**config.mk**
```make
export PLATFORM = sky130hd
export DESIGN_NAME = biss_c_slave_tx
export DESIGN_NICKNAME = d
export VERILOG_FILES = /design/src/rtl/biss_c_pkg.sv /design/src/rtl/biss_c_crc6.sv /design/src/rtl/biss_c_slave_tx.sv
export SDC_FILE = /design/constraint.sdc
export NUM_CORES = 1
export LEC_CHECK = 0
export CORE_AREA = 10 10 138 114
export CTS_BUF_LIST = sky130_fd_sc_hd__clkbuf_4 sky130_fd_sc_hd__clkbuf_8
export DETAILED_ROUTE_END_ITERATION = 8
export DIE_AREA = 0 0 148 124
export HOLD_SLACK_MARGIN = 0.08
export PLACE_DENSITY = 0.47
export SYNTH_ARGS = -nofsm -noshare
export SYNTH_HDL_FRONTEND = slang
export SYNTH_SLANG_ARGS = --single-unit
```
**constraint.sdc**
```tcl
create_clock -name clk -period 3.35 [get_ports clk]
set_clock_uncertainty 0.05 [all_clocks]
set_input_delay 0.67 -clock clk [delete_from_list [all_inputs] [get_ports clk]]
set_output_delay 0.67 -clock clk [all_outputs]
set_load 0.01 [all_outputs]
```
**src/rtl/biss_c_pkg.sv**
```systemverilog
// biss_c_pkg: shared states, CRC6 constants and width helper for the BiSS-C slave
package biss_c_pkg;
   typedef enum logic [3:0] {IDLE, ACK, START, CDS, DATA, ERR, WARN, CRC, TIMEOUT} state_t;
   localparam int CRC_WIDTH = 6;
   localparam logic [CRC_WIDTH-1:0] CRC_POLY = 6'h03;
   function automatic int clog2(input int v);
      int r;
      r = 0;
      while ((1 << r) < v) r++;
      return r;
   endfunction
endpackage

```
**src/rtl/biss_c_crc6.sv**
```systemverilog
// biss_c_crc6: serial MSB-first CRC6 (x^6+x+1, init 0), one bit per enable
module biss_c_crc6
   import biss_c_pkg::*;
(
   input  logic                 clk,
   input  logic                 rst_n,
   input  logic                 clear,
   input  logic                 en,
   input  logic                 bit_in,
   output logic [CRC_WIDTH-1:0] crc
);
   logic fb;
   assign fb = crc[CRC_WIDTH-1] ^ bit_in;
   always_ff @(posedge clk or negedge rst_n)
      if (!rst_n) crc <= '0;
      else if (clear) crc <= '0;
      else if (en) crc <= {crc[CRC_WIDTH-2:0], 1'b0} ^ (fb ? CRC_POLY : '0);
endmodule

```
**src/rtl/biss_c_slave_tx.sv**
```systemverilog
// biss_c_slave_tx: BiSS-C slave transmitter driving SLO from oversampled MA edges
module biss_c_slave_tx
   import biss_c_pkg::*;
#(
   parameter int DATA_WIDTH   = 26,
   parameter int ACK_BITS     = 2,
   parameter int TIMEOUT_CLKS = 200,
   parameter int SYNC_STAGES  = 2
) (
   input  logic                  clk,
   input  logic                  rst_n,
   input  logic                  ma_in,
   output logic                  slo_out,
   input  logic [DATA_WIDTH-1:0] pos_data,
   input  logic                  err_n,
   input  logic                  warn_n,
   output logic                  frame_busy,
   output logic                  data_latched,
   output logic                  frame_done,
   output logic                  frame_abort
);
   localparam int FW = DATA_WIDTH + 2;
   localparam int CW = clog2((DATA_WIDTH > 16 ? DATA_WIDTH : 16) + 1);
   localparam int TW = clog2(TIMEOUT_CLKS + 1);
   logic [SYNC_STAGES-1:0] ma_sync;
   logic ma_s, ma_prev, rise, fall;
   logic [TW-1:0] to_cnt;
   logic to_hit;
   state_t state, state_nx;
   logic [CW-1:0] cnt, cnt_nx;
   logic [FW-1:0] sh, sh_nx;
   logic slo_nx, busy_nx, latch_nx, done_nx, abort_nx, crc_clr, crc_en;
   logic [CRC_WIDTH-1:0] crc_val;
   logic [2:0] ci;
   logic last_ack, last_data, last_crc;
   assign ma_s = ma_sync[SYNC_STAGES-1];
   assign to_hit = to_cnt == TW'(TIMEOUT_CLKS);
   assign ci = 3'(CRC_WIDTH - 1) - cnt[2:0];
   assign last_ack = cnt == CW'(ACK_BITS - 1);
   assign last_data = cnt == CW'(DATA_WIDTH - 1);
   assign last_crc = cnt == CW'(CRC_WIDTH);
   // strobes are registered, so SLO moves SYNC_STAGES+1 clocks after MA is first sampled
   always_ff @(posedge clk or negedge rst_n)
      if (!rst_n) begin
         ma_sync <= '1;
         ma_prev <= 1'b1;
         rise <= 1'b0;
         fall <= 1'b0;
      end else begin
         ma_sync <= {ma_sync[SYNC_STAGES-2:0], ma_in};
         ma_prev <= ma_s;
         rise <= ma_s & ~ma_prev;
         fall <= ~ma_s & ma_prev;
      end
   always_ff @(posedge clk or negedge rst_n)
      if (!rst_n) to_cnt <= '0;
      else if (state == IDLE || !ma_s) to_cnt <= '0;
      else if (!to_hit) to_cnt <= to_cnt + 1'b1;
   always_ff @(posedge clk or negedge rst_n)
      if (!rst_n) begin
         state <= IDLE;
         cnt <= '0;
         sh <= '0;
         slo_out <= 1'b1;
         frame_busy <= 1'b0;
         data_latched <= 1'b0;
         frame_done <= 1'b0;
         frame_abort <= 1'b0;
      end else begin
         state <= state_nx;
         cnt <= cnt_nx;
         sh <= sh_nx;
         slo_out <= slo_nx;
         frame_busy <= busy_nx;
         data_latched <= latch_nx;
         frame_done <= done_nx;
         frame_abort <= abort_nx;
      end
   always_comb begin
      state_nx = state;
      cnt_nx = cnt;
      sh_nx = sh;
      slo_nx = slo_out;
      busy_nx = frame_busy;
      latch_nx = 1'b0;
      done_nx = 1'b0;
      abort_nx = 1'b0;
      crc_clr = 1'b0;
      crc_en = 1'b0;
      if (state == IDLE) begin
         if (fall) begin
            sh_nx = {pos_data, err_n, warn_n};
            cnt_nx = '0;
            busy_nx = 1'b1;
            latch_nx = 1'b1;
            crc_clr = 1'b1;
            state_nx = ACK;
         end
      end else if (to_hit) begin
         slo_nx = 1'b1;
         busy_nx = 1'b0;
         done_nx = state == TIMEOUT;
         abort_nx = state != TIMEOUT;
         state_nx = IDLE;
      end else if (rise) begin
         case (state)
            ACK: begin
               slo_nx = 1'b0;
               cnt_nx = last_ack ? '0 : cnt + 1'b1;
               state_nx = last_ack ? START : ACK;
            end
            START: begin
               slo_nx = 1'b1;
               state_nx = CDS;
            end
            CDS: begin
               slo_nx = 1'b0;
               state_nx = DATA;
            end
            // data, nE and nW leave the same shift register and all feed the CRC
            DATA, ERR, WARN: begin
               slo_nx = sh[FW-1];
               sh_nx = {sh[FW-2:0], 1'b0};
               crc_en = 1'b1;
               cnt_nx = (state == DATA && !last_data) ? cnt + 1'b1 : '0;
               state_nx = state == DATA ? (last_data ? ERR : DATA) : state == ERR ? WARN : CRC;
            end
            CRC: begin
               slo_nx = last_crc ? 1'b0 : ~crc_val[ci];
               cnt_nx = cnt + 1'b1;
               state_nx = last_crc ? TIMEOUT : CRC;
            end
            default: ;
         endcase
      end
   end
   biss_c_crc6 u_crc (
      .clk    (clk),
      .rst_n  (rst_n),
      .clear  (crc_clr),
      .en     (crc_en),
      .bit_in (sh[FW-1]),
      .crc    (crc_val)
   );
endmodule

```
Yosys cells after proc, flatten, opt, wreduce, memory -nomap -nowiden
Cells that the tools add are included.
Storage, ports and cells
  bits of input ports: 31
  ROM bits: 0
  word-level logic and storage cells: 109
  bits in registers: 61
  memories kept: 0
  output and inout port bits: 5
  RAM bits: 0
  bits in latches: 0
Cells by class
  div/mod/pow operators: 0
  add/sub/neg operators: 3
  $lt $le $gt $ge: 1
  multipliers: 0
  bitwise logic cells: 8
  mux-type cells: 46
  equal/unequal tests: 16
  reductions and logical operators: 21
  shift-type cells: 0
Operators with widths (count)
  2-to-1 mux 28 bit: 5
  2-to-1 mux 5 bit: 6
  2-to-1 mux 4 bit: 5
  one-hot mux 4 bit (5 select lines): 1
  2-to-1 mux 1 bit: 19
  equality test 4 x 3 -> 1 bit (second input constant): 4
  2-to-1 mux 8 bit: 2
  one-hot mux 5 bit (3 select lines): 1
  2-to-1 mux 6 bit: 2
  nonzero test 2 bit: 5
  adder 8 x 1 -> 8 bit (second input constant): 1
  equality test 4 x 2 -> 1 bit (second input constant): 2
  equality test 8 bit (second input constant): 1
  AND reduction 4 bit: 2
  nonzero test 7 bit: 1
  2-to-1 mux 2 bit: 3
  AND reduction 3 bit: 2
  bitwise XOR 6 bit: 1
  adder 5 x 1 -> 5 bit (second input constant): 1
  equality test 5 x 1 -> 1 bit (second input constant): 1
  equality test 5 x 3 -> 1 bit (second input constant): 1
  equality test 5 bit (second input constant): 1
  nonzero test 5 bit: 1
  equality test 4 x 1 -> 1 bit (second input constant): 1
  other kinds (20): 26

Depth between registers and ports, before layout
Gate-level depths: netlist of run 1.
  depth in word-level cells: 8
  depth in mapped cells: 9
  depth with buffers taken out: 7

By module
From an unflattened synthesis of run 1, not the netlist that was laid out.
Unflattened totals
  cells, all modules: 297
  area total of the unflattened synthesis: 3039.2 um2
Modules (own cells, without submodules)
  biss_c_slave_tx: seq. area each 1381.3 um2, cells an instance 274, times used 1, area each 2770.2 um2
  biss_c_crc6: seq. area each 150.1 um2, cells an instance 23, times used 1, area each 269.0 um2

Least setup slack after synthesis of run 1
Ideal clock, no wire load.
  path kind: register to register
  from: register cnt[0]
  to: register state[0]
  arrival time: 1.680 ns
  setup time: 0.136 ns
  path slack: 1.484 ns
  cell stages (with the launch flop): 9
  required time: 3.164 ns
  cell sequence: dfrtp_1 clkbuf_1 inv_1 ha_1 nand2_1 nor3_1 o21ai_0 a2111oi_0 o21ai_0
On the way
  longest elaborated chain between the ends: 7
  elaborated cells between the ends (all ways): 11
  classes of those cells: eq/ne (3); mux (8)
RTL lines
  from (decl): RTL line biss_c_slave_tx.sv:30  | logic [CW-1:0] cnt, cnt_nx;
  from (signal assigned): RTL line biss_c_slave_tx.sv:71  | cnt <= cnt_nx;
  equality test 5 bit: RTL line biss_c_slave_tx.sv:40  | assign last_data = cnt == CW'(DATA_WIDTH - 1);
  2-to-1 mux 1 bit: RTL line biss_c_slave_tx.sv:126  | state_nx = state == DATA ? (last_data ? ERR : DATA) : state == ERR ? WARN : CRC;
  2-to-1 mux 2 bit: RTL line biss_c_slave_tx.sv:126
  one-hot mux 4 bit (5 select lines) *: RTL line biss_c_slave_tx.sv:106  | case (state)
  2-to-1 mux 4 bit *: RTL line biss_c_slave_tx.sv:105  | end else if (rise) begin
  2-to-1 mux 4 bit *: RTL line biss_c_slave_tx.sv:99  | end else if (to_hit) begin
  2-to-1 mux 4 bit *: RTL line biss_c_slave_tx.sv:90  | if (state == IDLE) begin
  to (signal assigned): RTL line biss_c_slave_tx.sv:70  | state <= state_nx;
  to (decl): RTL line biss_c_slave_tx.sv:29  | state_t state, state_nx;
Every way passes the cells marked *; elsewhere a longest branch is shown, timed or not. The select of a mux whose other input is x is not followed.
A chain may end at the register's enable or synchronous reset.

Worst setup path after layout of run 1
  from: register to_cnt[0]
  to: register sh[0]
On the way
  longest elaborated chain between the ends: 3
RTL lines
  from (decl): RTL line biss_c_slave_tx.sv:27  | logic [TW-1:0] to_cnt;
  from (signal assigned): RTL line biss_c_slave_tx.sv:58  | else if (!to_hit) to_cnt <= to_cnt + 1'b1;
  equality test 8 bit: RTL line biss_c_slave_tx.sv:37  | assign to_hit = to_cnt == TW'(TIMEOUT_CLKS);
  inequality test 2 x 1 -> 1 bit (no line)
  AND reduction 4 bit (no line)
  to (signal assigned): RTL line biss_c_slave_tx.sv:72  | sh <= sh_nx;
  to (decl): RTL line biss_c_slave_tx.sv:31  | logic [FW-1:0] sh, sh_nx;
No other way between the ends.

==> flow_metrics.env, run 1 <==
export IMPL_status="finished, final reports clean"
export IMPL_grt_overflow_total=0
export IMPL_grt_pass1_vias=2244
export IMPL_die_y_um=124
export IMPL_synth_cell_area_sq_um=3180
export IMPL_p_leak_nw=1.68
export IMPL_place_congestion=0.769
export IMPL_grt_first_pass_wirelength_um=11600
export IMPL_ctsLongestPathBuffers=2
export IMPL_startpoint="to_cnt[0]"
export IMPL_antenna_found_initial=0
export IMPL_slew_limit_headroom_pct=46.8
export IMPL_synth_nets=328
export IMPL_grt_met2_usage_pct=11.1
export IMPL_clkTransAtPathRegs_ns=0.06
export IMPL_fin_setup_tns_ns=0
export IMPL_synthFlopType="dfrtp_1"
export IMPL_ant_nets=0
export IMPL_clock_sinks=61
export IMPL_use_met1_pct=10.4
export IMPL_dp_hpwl_um=4810
export IMPL_die_area_sq_um=18400
export IMPL_die_width_um=148
export IMPL_cts_root_buf="clkbuf_8"
export IMPL_min_period_ns=2.48
export IMPL_cp_arrival_ns=2.71
export IMPL_initial_utilization_pct=24.7
export IMPL_n_fill_cell=1368
export IMPL_final_nets=365
export IMPL_yosys_top_cells_area="dfrtp_1 (45%), mux2i_1 (10%), o21ai_2 (7.4%)"
export IMPL_end_kind="flop"
export IMPL_drive_above_1_share_pct=20.7
export IMPL_tightest_slew_ns=0.798
export IMPL_synth_warnings=0
export IMPL_grt_max_degree=36
export IMPL_power_density_nw_per_um2=774
export IMPL_clk_latency_ns=0.34
export IMPL_hold_viol_final=0
export IMPL_cp_max_fo=23
export IMPL_rsz0062_at_grt="false"
export IMPL_grt_busiest_layer="met2"
export IMPL_cp_start_kind="flop"
export IMPL_fmax_mhz=403
export IMPL_seq_area_frac_synth_pct=48.2
export IMPL_drt_initial_drc_count=160
export IMPL_syn_avg_cell_area_sq_um=10.9
export IMPL_worst_setup_path_type="flop to flop"
export IMPL_setup_slack_ns=0.866
export IMPL_synth_top_cell_by_area="dfrtp_1"
export IMPL_ctsHtreeMaxLevel=3
export IMPL_slew_violations=0
export IMPL_cp_data_required_time_ns=3.57
export IMPL_viasPerCell=4.27
export IMPL_cts_setup_buffers=0
export IMPL_synthArstFlopShare_pct=100
export IMPL_timing_rr_start="to_cnt[0]"
export IMPL_netlist_instances=291
export IMPL_grt_usage_pct=7.74
export IMPL_core_area_sq_um=12900
export IMPL_met3_usage_pct=2.72
export IMPL_drc_errors=0
export IMPL_wl_per_cell_um=13.2
export IMPL_cts_made_buffers=9
export IMPL_postCtsResizedCells=0
export IMPL_synth_most_common_cell="dfrtp_1"
export IMPL_min_from="ma_sync[0]"
export IMPL_maxCapViolCount=0
export IMPL_diodes=0
export IMPL_ys_types=46
export IMPL_hp_class="flop to flop"
export IMPL_num_vias=2169
export IMPL_vdd_drop_max_uv=308
export IMPL_synth_edf_count=0
export IMPL_period_share_pct=74.2
export IMPL_cts_tree="built"
export IMPL_drt_first_pass_iters=4
export IMPL_ios=36
export IMPL_area_growth_pct=20.4
export IMPL_place_ws_ns=0.842
export IMPL_rows=37
export IMPL_synthTopCellsByCount="dfrtp_1 (57), nand2_1 (34), mux2i_1 (33)"
export IMPL_setup_violations=0
export IMPL_io_buffers=35
export IMPL_yosysTopAreaCellShare_pct=44.9
export IMPL_synth_seq_cells=61
export IMPL_hold_buffers=0
export IMPL_drt_total_wl_um=6710
worst paths after layout:
| path | endpoint | slack, ns | cells past startpoint |
|---|---|---|---|
| min in group asynchronous | sh[13] | 0.37 | 1 |
| min reg2reg | ma_sync[1] | 0.31 | 0 |
| min | ma_sync[1] | 0.31 | 0 |
| max in group asynchronous | ma_sync[1] | 2.08 | 2 |
| max reg2reg | sh[0] | 0.87 | 7 |
| max | sh[0] | 0.87 | 7 |
registers in the layout, summed over array words and instances, names as in the netlist:
name / count
frame_busy: 1
state: 4
to_cnt: 8
sh: 28
slo_out: 1
frame_done: 1
u_crc.crc: 6
ma_sync: 2
rise: 1
fall: 1
cnt: 5
ma_prev: 1
frame_abort: 1
data_latched: 1
final cells by class:
type	instances	area [sq um]	area share [%]
well taps	175	219	5.72
multi-input cells	207	1470	38.5
flip-flops and latches	61	1530	40.0
repair buffers	41	390	10.2
inverters	8	30.0	0.785
clock buffers	16	183	4.77
layer usage:
layer	share of wire [%]	wire length, um
met4	1.5	99
met5	0	0
met1	51	3400
met2	44	2920
met3	4.3	288
per-stage QoR:
stage	area (sq um)	std cells	hold WS [ns]	power [mW]	util [%]
3_3_place_gp	3640	492	0.299	2.36	28.3
4_1_cts	3830	508	0.309	3.01	29.7
5_1_grt	3830	508	0.316	3.21	29.7
2_1_floorplan	3180	291	0.295	2.16	-
3_5_place_dp	3640	492	0.300	2.38	28.3
6_report	3830	508	0.308	2.96	29.7
placed cells by master, fill, tap and decap left out, types with 3 or more instances in the layout:
cell type         n
dfrtp_1          57
nand2_1          34
clkdlybuf4s50_1  34
mux2i_1          33
o21ai_2          27
nor2_1           23
nand3_1          10
o21ai_0          10
clkbuf_8         10
inv_1             8
a21oi_1           8
nand2_2           7
ha_1              6
clkbuf_4          6
buf_4             6
nand2b_1          5
xor2_1            5
dfstp_2           4
nor3_1            3
and3_1            3
xnor2_1           3
a31oi_1           3
kinds of logic after synthesis:
logic type,share of synthesized area (%)
buffers and inverters,5.44
AND/OR/NAND/NOR,16.1
adder cells (fa/ha/maj),2.36
AO/OA/AOI/OAI,14.6
multiplexers,11.1
flip-flops,48.2
XOR/XNOR,2.21
worst max-delay path, stage by stage, from the launching register on:
cell and delay [ns]:
dfrtp_1 0.40, inv_1 0.10, ha_1 0.15, nand4_1 0.18, o2111ai_4 0.40, nor2b_4 0.55, buf_4 0.41, a22o_1 0.17
power breakdown:
group	internal [mW]	switching, mW	leakage, nW
Combinational	0.526	0.666	0.798
Clock	0.340	0.274	0.0995
Sequential	0.964	0.191	0.783
Total	1.83	1.13	1.68
Power figures use the tool's default switching activity.
==> run 2: changes to the inputs <==
PLACE_DENSITY = 0.49   (was 0.47)
clock period = 2.01 ns   (was 3.35 ns; I/O delays follow)
==> run 2 against run 1 <==
Compared with the run above:
- combinational power increased by 82%
- largest cell class unchanged
- critical path type is now flop to primary output
- clock power rose by 120%
- sequential power up 63%
- sequential cell count stayed put
- non-clock buffer count rose by 10
- via count increased by 1.0%
- critical path depth decreased by 6
==> flow_metrics.env, run 2 (same netlist as run 1, synthesis figures left out) <==
export IMPL_status="finished, final reports clean"
export IMPL_vdd_drop_max_uv=486
export IMPL_top_register="sh"
export IMPL_drt_total_wl_um=6730
export IMPL_r2r_cells=8
export IMPL_grt_first_pass_wirelength_um=11700
export IMPL_diodes=0
export IMPL_worst_setup_path_type="flop to primary output"
export IMPL_end_kind="primary output"
export IMPL_path_cells="clkdlybuf4s50_1"
export IMPL_die_y_um=124
export IMPL_grt_pass1_vias=2254
export IMPL_initial_utilization_pct=24.7
export IMPL_cts_tree="built"
export IMPL_fmax_mhz=530
export IMPL_critPathSlowestCell="clkdlybuf4s50_1"
export IMPL_hold_viol_final=0
export IMPL_final_cell_mix="dfrtp_1 (57), nand2_1 (34), clkdlybuf4s50_1 (34), mux2i_1 (33), o21ai_2 (27)"
export IMPL_whs_ns=0.311
export IMPL_hp_class="flop to flop"
export IMPL_final_nets=375
export IMPL_cts_root_buf="clkbuf_8"
export IMPL_setup_slack_ns=0.125
export IMPL_p_leak_nw=1.79
export IMPL_slew_violations=0
export IMPL_ios=36
export IMPL_drt_initial_drc_count=103
export IMPL_tightest_slew_ns=0.385
export IMPL_viasPerCell=4.23
export IMPL_cts_setup_buffers=0
export IMPL_cp_max_fo=2
export IMPL_final_cells=518
export IMPL_r2r_slack_ns=0.14
export IMPL_power_density_nw_per_um2=1340
export IMPL_hold_depth=0
export IMPL_drt_first_pass_iters=4
export IMPL_fin_area_sq_um=4050
export IMPL_num_vias=2191
export IMPL_ant_nets=0
export IMPL_clock_sinks=61
export IMPL_cts_made_buffers=9
export IMPL_wl_per_cell_um=13.0
export IMPL_drc_errors=0
export IMPL_setup_violations=0
export IMPL_cp_data_required_time_ns=1.56
export IMPL_ctsLongestPathBuffers=2
export IMPL_cp_slowest_stage_delay_ns=0.55
export IMPL_grt_usage_pct=7.90
export IMPL_cp_arrival_ns=1.43
export IMPL_power_mw=5.42
export IMPL_antenna_found_initial=0
export IMPL_place_area_sq_um=3750
export IMPL_clk_latency_ns=0.35
export IMPL_reg_top3="sh: 28 flops, to_cnt: 8 flops, u_crc.crc: 6 flops"
export IMPL_dp_hpwl_um=4800
export IMPL_place_ws_ns=0.0382
export IMPL_final_common_cell="dfrtp_1"
export IMPL_fin_setup_tns_ns=0
export IMPL_clkTransAtPathRegs_ns=0.07
export IMPL_slew_limit_headroom_pct=74.1
export IMPL_grt_overflow_total=0
export IMPL_die_width_um=148
export IMPL_drive_above_1_share_pct=24.5
export IMPL_critPathBufInv=1
export IMPL_grt_max_degree=62
export IMPL_maxCapViolCount=0
export IMPL_core_area_sq_um=12900
export IMPL_rows=37
export IMPL_largest_reg_flops=28
export IMPL_final_core_util_pct=31.4
export IMPL_die_area_sq_um=18400
export IMPL_dpl_cell_count=501
export IMPL_ctsHtreeMaxLevel=3
export IMPL_cp_start_kind="flop"
export IMPL_min_period_ns=1.89
export IMPL_area_growth_pct=27.4
export IMPL_place_congestion=0.844
export IMPL_io_buffers=35
export IMPL_worstSetupPathDepth=1
export IMPL_period_share_pct=93.8
export IMPL_rsz0062_at_grt="false"
export IMPL_crit_family="buffers and inverters"
==> run 2: path summary, 6_finish.rpt <==
check / endpoint / from
worst max-delay path: slo_out / slo_out
worst min-delay path: ma_sync[1] / ma_sync[0]
worst max register to register: sh[9] / to_cnt[0]
worst min register to register: ma_sync[1] / ma_sync[0]
max in group asynchronous: ma_sync[0] / rst_n
min in group asynchronous: sh[15] / rst_n
==> run 2: repair_timing <==
| item | 4_1_cts | 5_1_grt |
|---|---|---|
| hold buffers | 1 | 0 |
| setup endpoints to repair | 0 | 7 |
| endpoints found under the hold margin | 57 | 0 |
| resized for setup | 0 | 9 |
==> run 2: per-layer routing <==
metal	vias up	wire length [um]	GRT usage, %	share of wire (%)
li1	1116	-	-	-
met1	1024	3470	10.9	52
met2	43	2900	10.8	43
met3	8	282	3.12	4.2
met4	0	76	2.97	1.1
met5	-	0	0	0
==> run 2: where the power goes <==
| part | leakage [nW] | internal (mW) | total [mW] | switching [mW] |
|---|---|---|---|---|
| logic | 0.876 | 0.992 | 2.17 | 1.18 |
| registers | 0.783 | 1.61 | 1.89 | 0.285 |
| clock network | 0.127 | 0.883 | 1.36 | 0.474 |
==> run 2: layout make-up <==
type	instances	area (sq um)
clock buffers	12	153
fillers	1355	8820
multi-input cells	207	1510
inverters	8	30.0
well taps	175	219
flip-flops and latches	61	1530
clock inverters	4	95.1
repair buffers	51	509
==> run 3: changes to the inputs <==
CTS_CLUSTER_SIZE = 40   (was default)
clock period = 1.5 ns   (was 2.01 ns; I/O delays follow)
==> run 3 against run 2 <==
Compared with the run above:
- critical endpoint is now sh[8]
- clock power is 21% higher
- critical path depth rose by 7
- register-to-register slack worse by 0.49 ns
- die area did not move
- the flow now finishes with violations (setup timing)
- worst setup slack worse by 0.47 ns
==> flow_metrics.env, run 3 (same netlist as run 1, synthesis figures left out) <==
export IMPL_final_common_cell="dfrtp_1"
export IMPL_status="finished with violations"
export IMPL_die_area_sq_um=18400
export IMPL_wl_per_cell_um=13.5
export IMPL_slew_limit_headroom_pct=78.1
export IMPL_ant_nets=0
export IMPL_dp_hpwl_um=5360
export IMPL_final_cell_mix="dfrtp_1 (54), buf_4 (53), mux2i_1 (33), o21ai_2 (30), clkdlybuf4s50_1 (29)"
export IMPL_critPathBufInv=3
export IMPL_grt_max_degree=33
export IMPL_top_register="sh"
export IMPL_num_vias=2444
export IMPL_initial_utilization_pct=24.7
export IMPL_rsz0062_at_grt="true"
export IMPL_grt_first_pass_wirelength_um=12500
export IMPL_final_core_util_pct=36.6
export IMPL_drive_above_1_share_pct=43.4
export IMPL_end_kind="flop"
export IMPL_hold_viol_final=0
export IMPL_drt_first_pass_iters=4
export IMPL_setup_violations=49
export IMPL_path_cells="inv_2 > ha_4 > nand4_1 > o2111ai_4 > nor2b_4 > buf_6 > clkbuf_16 > o21ai_2"
export IMPL_ios=36
export IMPL_grt_overflow_total=0
export IMPL_cts_made_buffers=9
export IMPL_clock_sinks=61
export IMPL_place_congestion=0.761
export IMPL_cp_arrival_ns=2.03
export IMPL_crit_family="buffers and inverters"
export IMPL_final_nets=431
export IMPL_largest_reg_flops=28
export IMPL_slew_violations=0
export IMPL_cp_slowest_stage_delay_ns=0.39
export IMPL_diodes=0
export IMPL_vdd_drop_max_uv=620
export IMPL_fin_setup_tns_ns=-13.26
export IMPL_cp_max_fo=12
export IMPL_ctsHtreeMaxLevel=3
export IMPL_core_area_sq_um=12900
export IMPL_drt_total_wl_um=7770
export IMPL_drt_initial_drc_count=85
export IMPL_cp_start_kind="flop"
export IMPL_period_share_pct=123
export IMPL_grt_pass1_vias=2502
export IMPL_reg_top3="sh: 28 flops, to_cnt: 8 flops, u_crc.crc: 6 flops"
export IMPL_viasPerCell=4.26
export IMPL_maxCapViolCount=0
export IMPL_die_width_um=148
export IMPL_n_fill_cell=1336
export IMPL_fmax_mhz=541
export IMPL_cp_data_required_time_ns=1.68
export IMPL_tightest_slew_ns=0.325
export IMPL_ctsLongestPathBuffers=2
export IMPL_multiInputGateArea_sq_um=1700
export IMPL_area_growth_pct=48.3
export IMPL_power_density_nw_per_um2=1740
export IMPL_min_period_ns=1.85
export IMPL_drc_errors=0
export IMPL_p_leak_nw=2.11
export IMPL_worst_setup_path_type="flop to flop"
export IMPL_antenna_found_initial=0
export IMPL_critPathSlowestCell="dfrtp_1"
export IMPL_cts_tree="built"
export IMPL_io_buffers=35
export IMPL_rows=37
export IMPL_violations="setup timing"
export IMPL_hp_class="flop to flop"
export IMPL_regArea_sq_um=1540
export IMPL_clkTransAtPathRegs_ns=0.07
export IMPL_cts_root_buf="clkbuf_8"
export IMPL_clk_latency_ns=0.35
export IMPL_grt_usage_pct=8.42
export IMPL_setup_slack_ns=-0.349
export IMPL_die_y_um=124
==> run 3: worst paths after layout <==
| path | from | endpoint | slack, ns | cells past startpoint |
|---|---|---|---|---|
| min in group asynchronous | rst_n | sh[15] | 0.32 | 2 |
| hold / removal | ma_sync[0] | ma_sync[1] | 0.31 | 0 |
| setup reg to reg | to_cnt[0] | sh[8] | -0.35 | 8 |
| setup / recovery | to_cnt[0] | sh[8] | -0.35 | 8 |
| max in group asynchronous | rst_n | ma_sync[0] | 0.53 | 3 |
| hold reg to reg | ma_sync[0] | ma_sync[1] | 0.31 | 0 |
==> run 3: timing repair <==
item | in CTS | in global routing
gates resized for setup | 34 | 33
gates cloned | 0 | 3
endpoints found under the hold margin | 29 | 0
hold buffers | 1 | 0
setup endpoints to repair | 60 | 57
setup buffers | 6 | 4
pin swaps | 11 | 8
==> run 3: stage by stage <==
step           total power, mW  std cells  hold slack (ns)  cell area (sq um)  setup slack [ns]
2_1_floorplan             4.90        291          -0.0456               3220            -0.336
3_3_place_gp              5.92        545            0.153               4110            -0.341
3_5_place_dp              5.97        545            0.153               4110            -0.366
4_1_cts                   7.89        568            0.293               4500            -0.355
5_1_grt                   8.80        574            0.303               4710            -0.455
6_report                  8.21        574            0.306               4710            -0.349
==> run 3: per-layer routing <==
metal  track usage [%]  vias up  wire (um)
met4              3.15        0         93
met5                 0        -          0
met3              2.79        8        269
met1              11.3     1181       3870
met2              12.3       37       3530
li1                  -     1218          -
==> run 3: area by class of cell <==
class	instances	share of cell area, %
Multi-Input combinational cell	207	36.0
Inverter	8	0.637
Clock buffer	10	2.92
Clock inverter	6	1.83
Tap cell	175	4.65
Sequential cell	61	32.6
Timing Repair Buffer	107	21.4
==> run 3: report_power, final <==
| group | internal, mW | leakage, nW | total (mW) | switching, mW |
|---|---|---|---|---|
| clock | 0.977 | 0.112 | 1.64 | 0.665 |
| combinational | 2.04 | 1.22 | 4.04 | 2.00 |
| sequential | 2.16 | 0.778 | 2.53 | 0.370 |
